File: config.mk
export PLATFORM = sky130hd
export DESIGN_NAME = bs_gnrtr_n_rbtr
export DESIGN_NICKNAME = d
export VERILOG_FILES = /design/src/rtl/bs_gnrtr_n_rbtr.sv
export SDC_FILE = /design/constraint.sdc
export NUM_CORES = 1
export LEC_CHECK = 0
export CAP_MARGIN = 0
export CORE_UTILIZATION = 35
export DETAILED_ROUTE_END_ITERATION = 16
export PLACE_DENSITY = 0.8
export SLEW_MARGIN = 20
export SYNTH_ARGS = -nofsm -noshare
export SYNTH_HDL_FRONTEND = slang
export SYNTH_SLANG_ARGS = --single-unit
File: constraint.sdc
create_clock -name clk -period 1.5 [get_ports clk]
set_input_delay 0.375 -clock clk [delete_from_list [all_inputs] [get_ports clk]]
set_output_delay 0.375 -clock clk [all_outputs]
set_load 0.01 [all_outputs]
File: src/rtl/bs_gnrtr_n_rbtr.sv
// Shared-bus generator/arbiter: pops one packet from a pending device FIFO and pushes it to its
// destination device(s). Define BUS_RR_ARB_EN for round-robin arbitration (fixed priority otherwise).
module bs_gnrtr_n_rbtr #(
  parameter int          bits      = 1,
  parameter int          drvrs     = 4,
  parameter int          pckg_sz   = 16,
  parameter logic [7:0]  broadcast = {8{1'b1}}
) (
  input  logic               clk,
  input  logic               reset,
  input  logic [drvrs-1:0]   pndng  [bits],
  input  logic [pckg_sz-1:0] D_pop  [bits][drvrs],
  output logic [drvrs-1:0]   pop    [bits],
  output logic [drvrs-1:0]   push   [bits],
  output logic [pckg_sz-1:0] D_push [bits][drvrs]
);

  localparam int GW = $clog2(drvrs);

  typedef enum logic [1:0] {IDLE, POP, PUSH} state_t;

  for (genvar b = 0; b < bits; b++) begin : g_bus
    state_t             r_state, w_state_nx;
    logic [drvrs-1:0]   r_pop, w_pop_nx;
    logic [drvrs-1:0]   r_push, w_push_nx;
    logic [pckg_sz-1:0] r_pkt, w_pkt_nx;
    logic [pckg_sz-1:0] r_d_push, w_d_push_nx;
    logic [GW-1:0]      r_src, w_src_nx;
    logic [GW-1:0]      w_grant;
    logic               w_any;
    logic [7:0]         w_id;

`ifdef BUS_RR_ARB_EN
    logic [GW-1:0] r_last_grant, w_last_grant_nx;
    logic [GW-1:0] w_idx;

    // Descending offset scan so the nearest pending device after last_grant is the final winner.
    always_comb begin
      w_grant = '0;
      w_any   = 1'b0;
      w_idx   = '0;
      for (int i = drvrs; i >= 1; i--) begin
        w_idx = GW'((int'(r_last_grant) + i) % drvrs);
        if (pndng[b][w_idx]) begin
          w_grant = w_idx;
          w_any   = 1'b1;
        end
      end
    end
`else
    always_comb begin
      w_grant = '0;
      w_any   = 1'b0;
      for (int i = drvrs - 1; i >= 0; i--) begin
        if (pndng[b][i]) begin
          w_grant = GW'(i);
          w_any   = 1'b1;
        end
      end
    end
`endif

    // NOTE: every variable gets a default before the case so no path can infer a latch.
    always_comb begin
      w_state_nx  = r_state;
      w_pop_nx    = '0;
      w_push_nx   = '0;
      w_pkt_nx    = r_pkt;
      w_src_nx    = r_src;
      w_d_push_nx = r_d_push;
`ifdef BUS_RR_ARB_EN
      w_last_grant_nx = r_last_grant;
`endif
      w_id = r_pkt[pckg_sz-1 -: 8];
      case (r_state)
        IDLE: begin
          if (w_any) begin
            w_pop_nx[w_grant] = 1'b1;
            w_pkt_nx          = D_pop[b][w_grant];
            w_src_nx          = w_grant;
`ifdef BUS_RR_ARB_EN
            w_last_grant_nx   = w_grant;
`endif
            w_state_nx        = POP;
          end
        end
        POP: begin
          w_d_push_nx = r_pkt;
          // IDs that are neither broadcast nor a valid device leave push all-zero (dropped).
          for (int d = 0; d < drvrs; d++) begin
            if (w_id == broadcast) w_push_nx[d] = (GW'(d) != r_src);
            else                   w_push_nx[d] = (w_id == 8'(d));
          end
          w_state_nx = PUSH;
        end
        PUSH:    w_state_nx = IDLE;
        default: w_state_nx = IDLE;
      endcase
    end

    // NOTE: sequential state uses non-blocking assignments so all registers update together.
    always_ff @(posedge clk) begin
      if (reset) begin
        r_state  <= IDLE;
        r_pop    <= '0;
        r_push   <= '0;
        r_pkt    <= '0;
        r_src    <= '0;
        r_d_push <= '0;
`ifdef BUS_RR_ARB_EN
        r_last_grant <= GW'(drvrs - 1);
`endif
      end else begin
        r_state  <= w_state_nx;
        r_pop    <= w_pop_nx;
        r_push   <= w_push_nx;
        r_pkt    <= w_pkt_nx;
        r_src    <= w_src_nx;
        r_d_push <= w_d_push_nx;
`ifdef BUS_RR_ARB_EN
        r_last_grant <= w_last_grant_nx;
`endif
      end
    end

    assign pop[b]  = r_pop;
    assign push[b] = r_push;
    for (genvar d = 0; d < drvrs; d++) begin : g_lane
      assign D_push[b][d] = r_d_push;
    end
  end

endmodule

==> flow_metrics.tcl <==
set metrics [dict create \
    grt_pass1_wl_mm 11.0 \
    grt_setup_unrepaired "false" \
    clkSlewWorstSetupHoldPaths_ns 0.07 \
    power_frac_comb_pct 29.0 \
    antennaDiodeCount 0 \
    setup_tns_ns 0 \
    initial_antenna_violation_count 0 \
    seqPwrFrac_pct 45.8 \
    drt_wl_total_mm 6.90 \
    crit_path_top_delay_cell "dfxtp_1" \
    grt_start_max_net_pins 36 \
    share_clk_of_total_power_pct 25.2 \
    place.detailed.instances 495 \
    syn2layout_area_growth_pct 56.2 \
    synthesis.instances 301 \
    path_max_fanout 4 \
    worst_ir_drop_vdd_mv 0.336 \
    synth-main-ff-cell "dfxtp_1" \
    path_buf_inv 0 \
    die_area_sq_mm 0.00739 \
    number_of_global_route_vias_before_repair 2349 \
    die_width_um 86.0 \
    layout_min_cycle_time_ns 1.39 \
    port_buffers 141 \
    wl_per_cell_um 13.6 \
    mapped_cell_area_sq_mm 0.00247 \
    powerDensity_mw_per_mm2 769 \
    cp.arrival_ns 1.61 \
    ant_nets 0 \
    max_slew.worst_pin.slew_ns 0.320 \
    ys_warn_count 0 \
    async_set_or_reset_register_ratio_after_synthesis_pct 0 \
    grt.overflow.total 0 \
    path_class "reg -> reg" \
    total_switching_power_uw 849 \
    syn_area_per_cell_sq_um 8.20 \
    rows 30 \
    core_region_area_sq_mm 0.00679 \
    clk_root_buffer_cell "clkbuf_8" \
    placed_cell_area_sq_mm 0.00376 \
    pre_cts_slack_ns -0.578 \
    critical_path.endpoint_type "flop" \
    family_with_the_most_delay_on_the_worst_path "simple AND/OR/NAND/NOR gates" \
    start_util_pct 36.3 \
    post_synth_net_total 371 \
    max_freq_mhz 721 \
    timing.critical_path.slowest_cell_delay_ns 0.35 \
    power_report.internal_total_mw 2.11 \
    fin_ws_ns 0.112 \
    drive_above_1_share_pct 15.8 \
    swShare_pct 28.7 \
    yosysSeqAreaShare_pct 35.7 \
    final.setup_skew_ns 0.00287 \
    detailed_place_hpwl_mm 5.42 \
    synth-edff-count 0 \
    route.detailed.drc 0 \
    finalNonFillerCells 507 \
    crit_path_start_kind "flop" \
    utilization_pct 56.8 \
    ctsHtreeMaxLevel 2 \
    global_route.usage.total_pct 18.6 \
    totalPowerFinal_mw 2.96 \
    max_slew_margin_pct 78.6 \
    cts_tree "done" \
    postLayoutCellArea_sq_mm 0.00386 \
    max_cap_viol_count 0 \
    cts_buffer_depth 2 \
    top_level_ports 142 \
    total_leakage_power_nw 1.79 \
    floorplan_die_height_um 86.0 \
    drt_iter0_drc 112 \
    via_count 2503 \
    sink_count_of_the_clock_tree 44 \
    timing.critical_path.cells "nor4_2, nand2_1, or3_1, a21oi_1" \
    vias_per_cell 4.94 \
    finalCritPeriodShare_pct 92.5 \
    tritoncts_buffer_count 5 \
    cp.required_ns 1.72 \
    clk-insertion-delay-late_ns 0.29 \
    gpl.final_weighted_congestion 0.823 \
    finish.net_count 480 \
    maxSlewViolCount 0 \
    fin_hold_ws_ns 0.460 \
    timing.final.hold_violations 0 \
    drtPass1Iterations 5 \
    ys_seq_elements 44 \
    worst_hold_path_type "reg -> reg" \
    final.fill_count 642 \
    number_of_different_library_cells_in_the_post_synthesis_netlist 37 \
    outcome "completed" \
    setup_viol 0 \
]
layer usage:
metal	up-vias	track usage [%]	wire, um
met2	112	32.3	3440
met1	1151	22.9	2950
li1	1234	-	-
met4	0	5.61	72
met5	-	0	0
met3	6	3.95	437
flip-flops by register name, summed over array words and instances (netlist names):
name	flops
g_bus.r_state	2
pop	4
push	4
g_bus.r_d_push	16
g_bus.r_pkt	16
g_bus.r_src	2
final cells by class:
| type | count | area, sq um | share of cell area, % |
|---|---|---|---|
| Multi-Input combinational cell | 186 | 1180 | 30.6 |
| Tap cell | 96 | 120 | 3.11 |
| Timing Repair Buffer | 170 | 1560 | 40.4 |
| Sequential cell | 44 | 896 | 23.2 |
| Clock buffer | 8 | 90.1 | 2.34 |
| Inverter | 3 | 11.3 | 0.292 |
worst paths after layout:
| kind | slack (ns) | end | cells past startpoint | start |
|---|---|---|---|---|
| worst min register to register | 0.46 | g_bus[0].r_d_push[0]$_SDFFE_PP0N_ | 2 | g_bus[0].r_pkt[0]$_SDFFE_PP0P_ |
| worst max register to register | 0.11 | push[0]$_SDFF_PP0_ | 4 | g_bus[0].r_pkt[12]$_SDFFE_PP0P_ |
| worst max-delay path | 0.11 | push[0]$_SDFF_PP0_ | 4 | g_bus[0].r_pkt[12]$_SDFFE_PP0P_ |
| worst min-delay path | 0.46 | g_bus[0].r_d_push[0]$_SDFFE_PP0N_ | 2 | g_bus[0].r_pkt[0]$_SDFFE_PP0P_ |
tightest hold or removal path, stage by stage (launching register included):
cell and delay (ns):
dfxtp_1 0.31, nand2_1 0.06, a21oi_1 0.05
power by group through the flow:
stage / Sequential (mW) / Clock [mW] / Combinational, mW
floorplan: 1.37 / 0 / 0.458
global placement: 1.38 / 0 / 0.862
detailed placement: 1.38 / 0 / 0.880
CTS: 1.35 / 0.763 / 0.828
global route: 1.37 / 0.826 / 0.931
finish: 1.36 / 0.748 / 0.860
synthesized netlist by cell type (2+ instances only):
cell type,count,area [sq um]
buf_4,50,375
nand2_1,47,176
dfxtp_1,44,881
a22oi_1,26,195
a21oi_1,25,125
nor2_1,17,63.8
a211oi_1,13,97.6
clkbuf_1,12,45.0
o211a_1,11,110
o21ai_0,6,30.0
a31oi_1,5,31.3
buf_2,5,25.0
o21bai_1,4,30.0
or2_1,4,25.0
inv_1,3,11.3
nand2b_1,3,18.8
a211o_1,2,17.5
nand4_1,2,12.5
nor4b_1,2,17.5
o21a_1,2,15.0
or3_1,2,12.5
what timing repair did:
item,CTS,global route
pin swaps,2,5
gates cloned,1,0
hold buffers,0,0
gates resized for setup,97,14
endpoints found under the setup margin,94,13
setup buffers,1,2
logic make-up after synthesis:
| group | after synthesis | synth area share (%) |
|---|---|---|
| and+or+nand+nor | 90 | 17.7 |
| buffers and inverters | 71 | 19.0 |
| DFF | 44 | 35.7 |
| AOI/OAI and AO/OA | 96 | 27.6 |
placed cells by master, fill, tap and decap left out, drive strengths merged:
master	netlist	final
a211o	2	2
and2	1	1
dfxtp	44	44
clkbuf	12	10
nor4bb	1	1
a22oi	26	26
o211a	11	11
nand2	47	47
nand3b	1	1
a21oi	25	25
inv	3	3
clkdlybuf4s50	0	65
dlygate4sd2	0	73
nor3b	1	1
nor4	1	1
o21a	2	2
a31oi	5	5
o21ai	6	6
o21bai	4	4
nor2b	1	1
nand4b	1	1
nor2	18	18
and2b	1	1
buf	56	30
a211oi	14	14
or2	4	4
nand2b	3	3
and3	1	1
nand4	2	2
a32o	1	1
nor3	2	2
nor4b	3	3
or3	2	2
No activity file was read; power rests on OpenSTA's default activity.
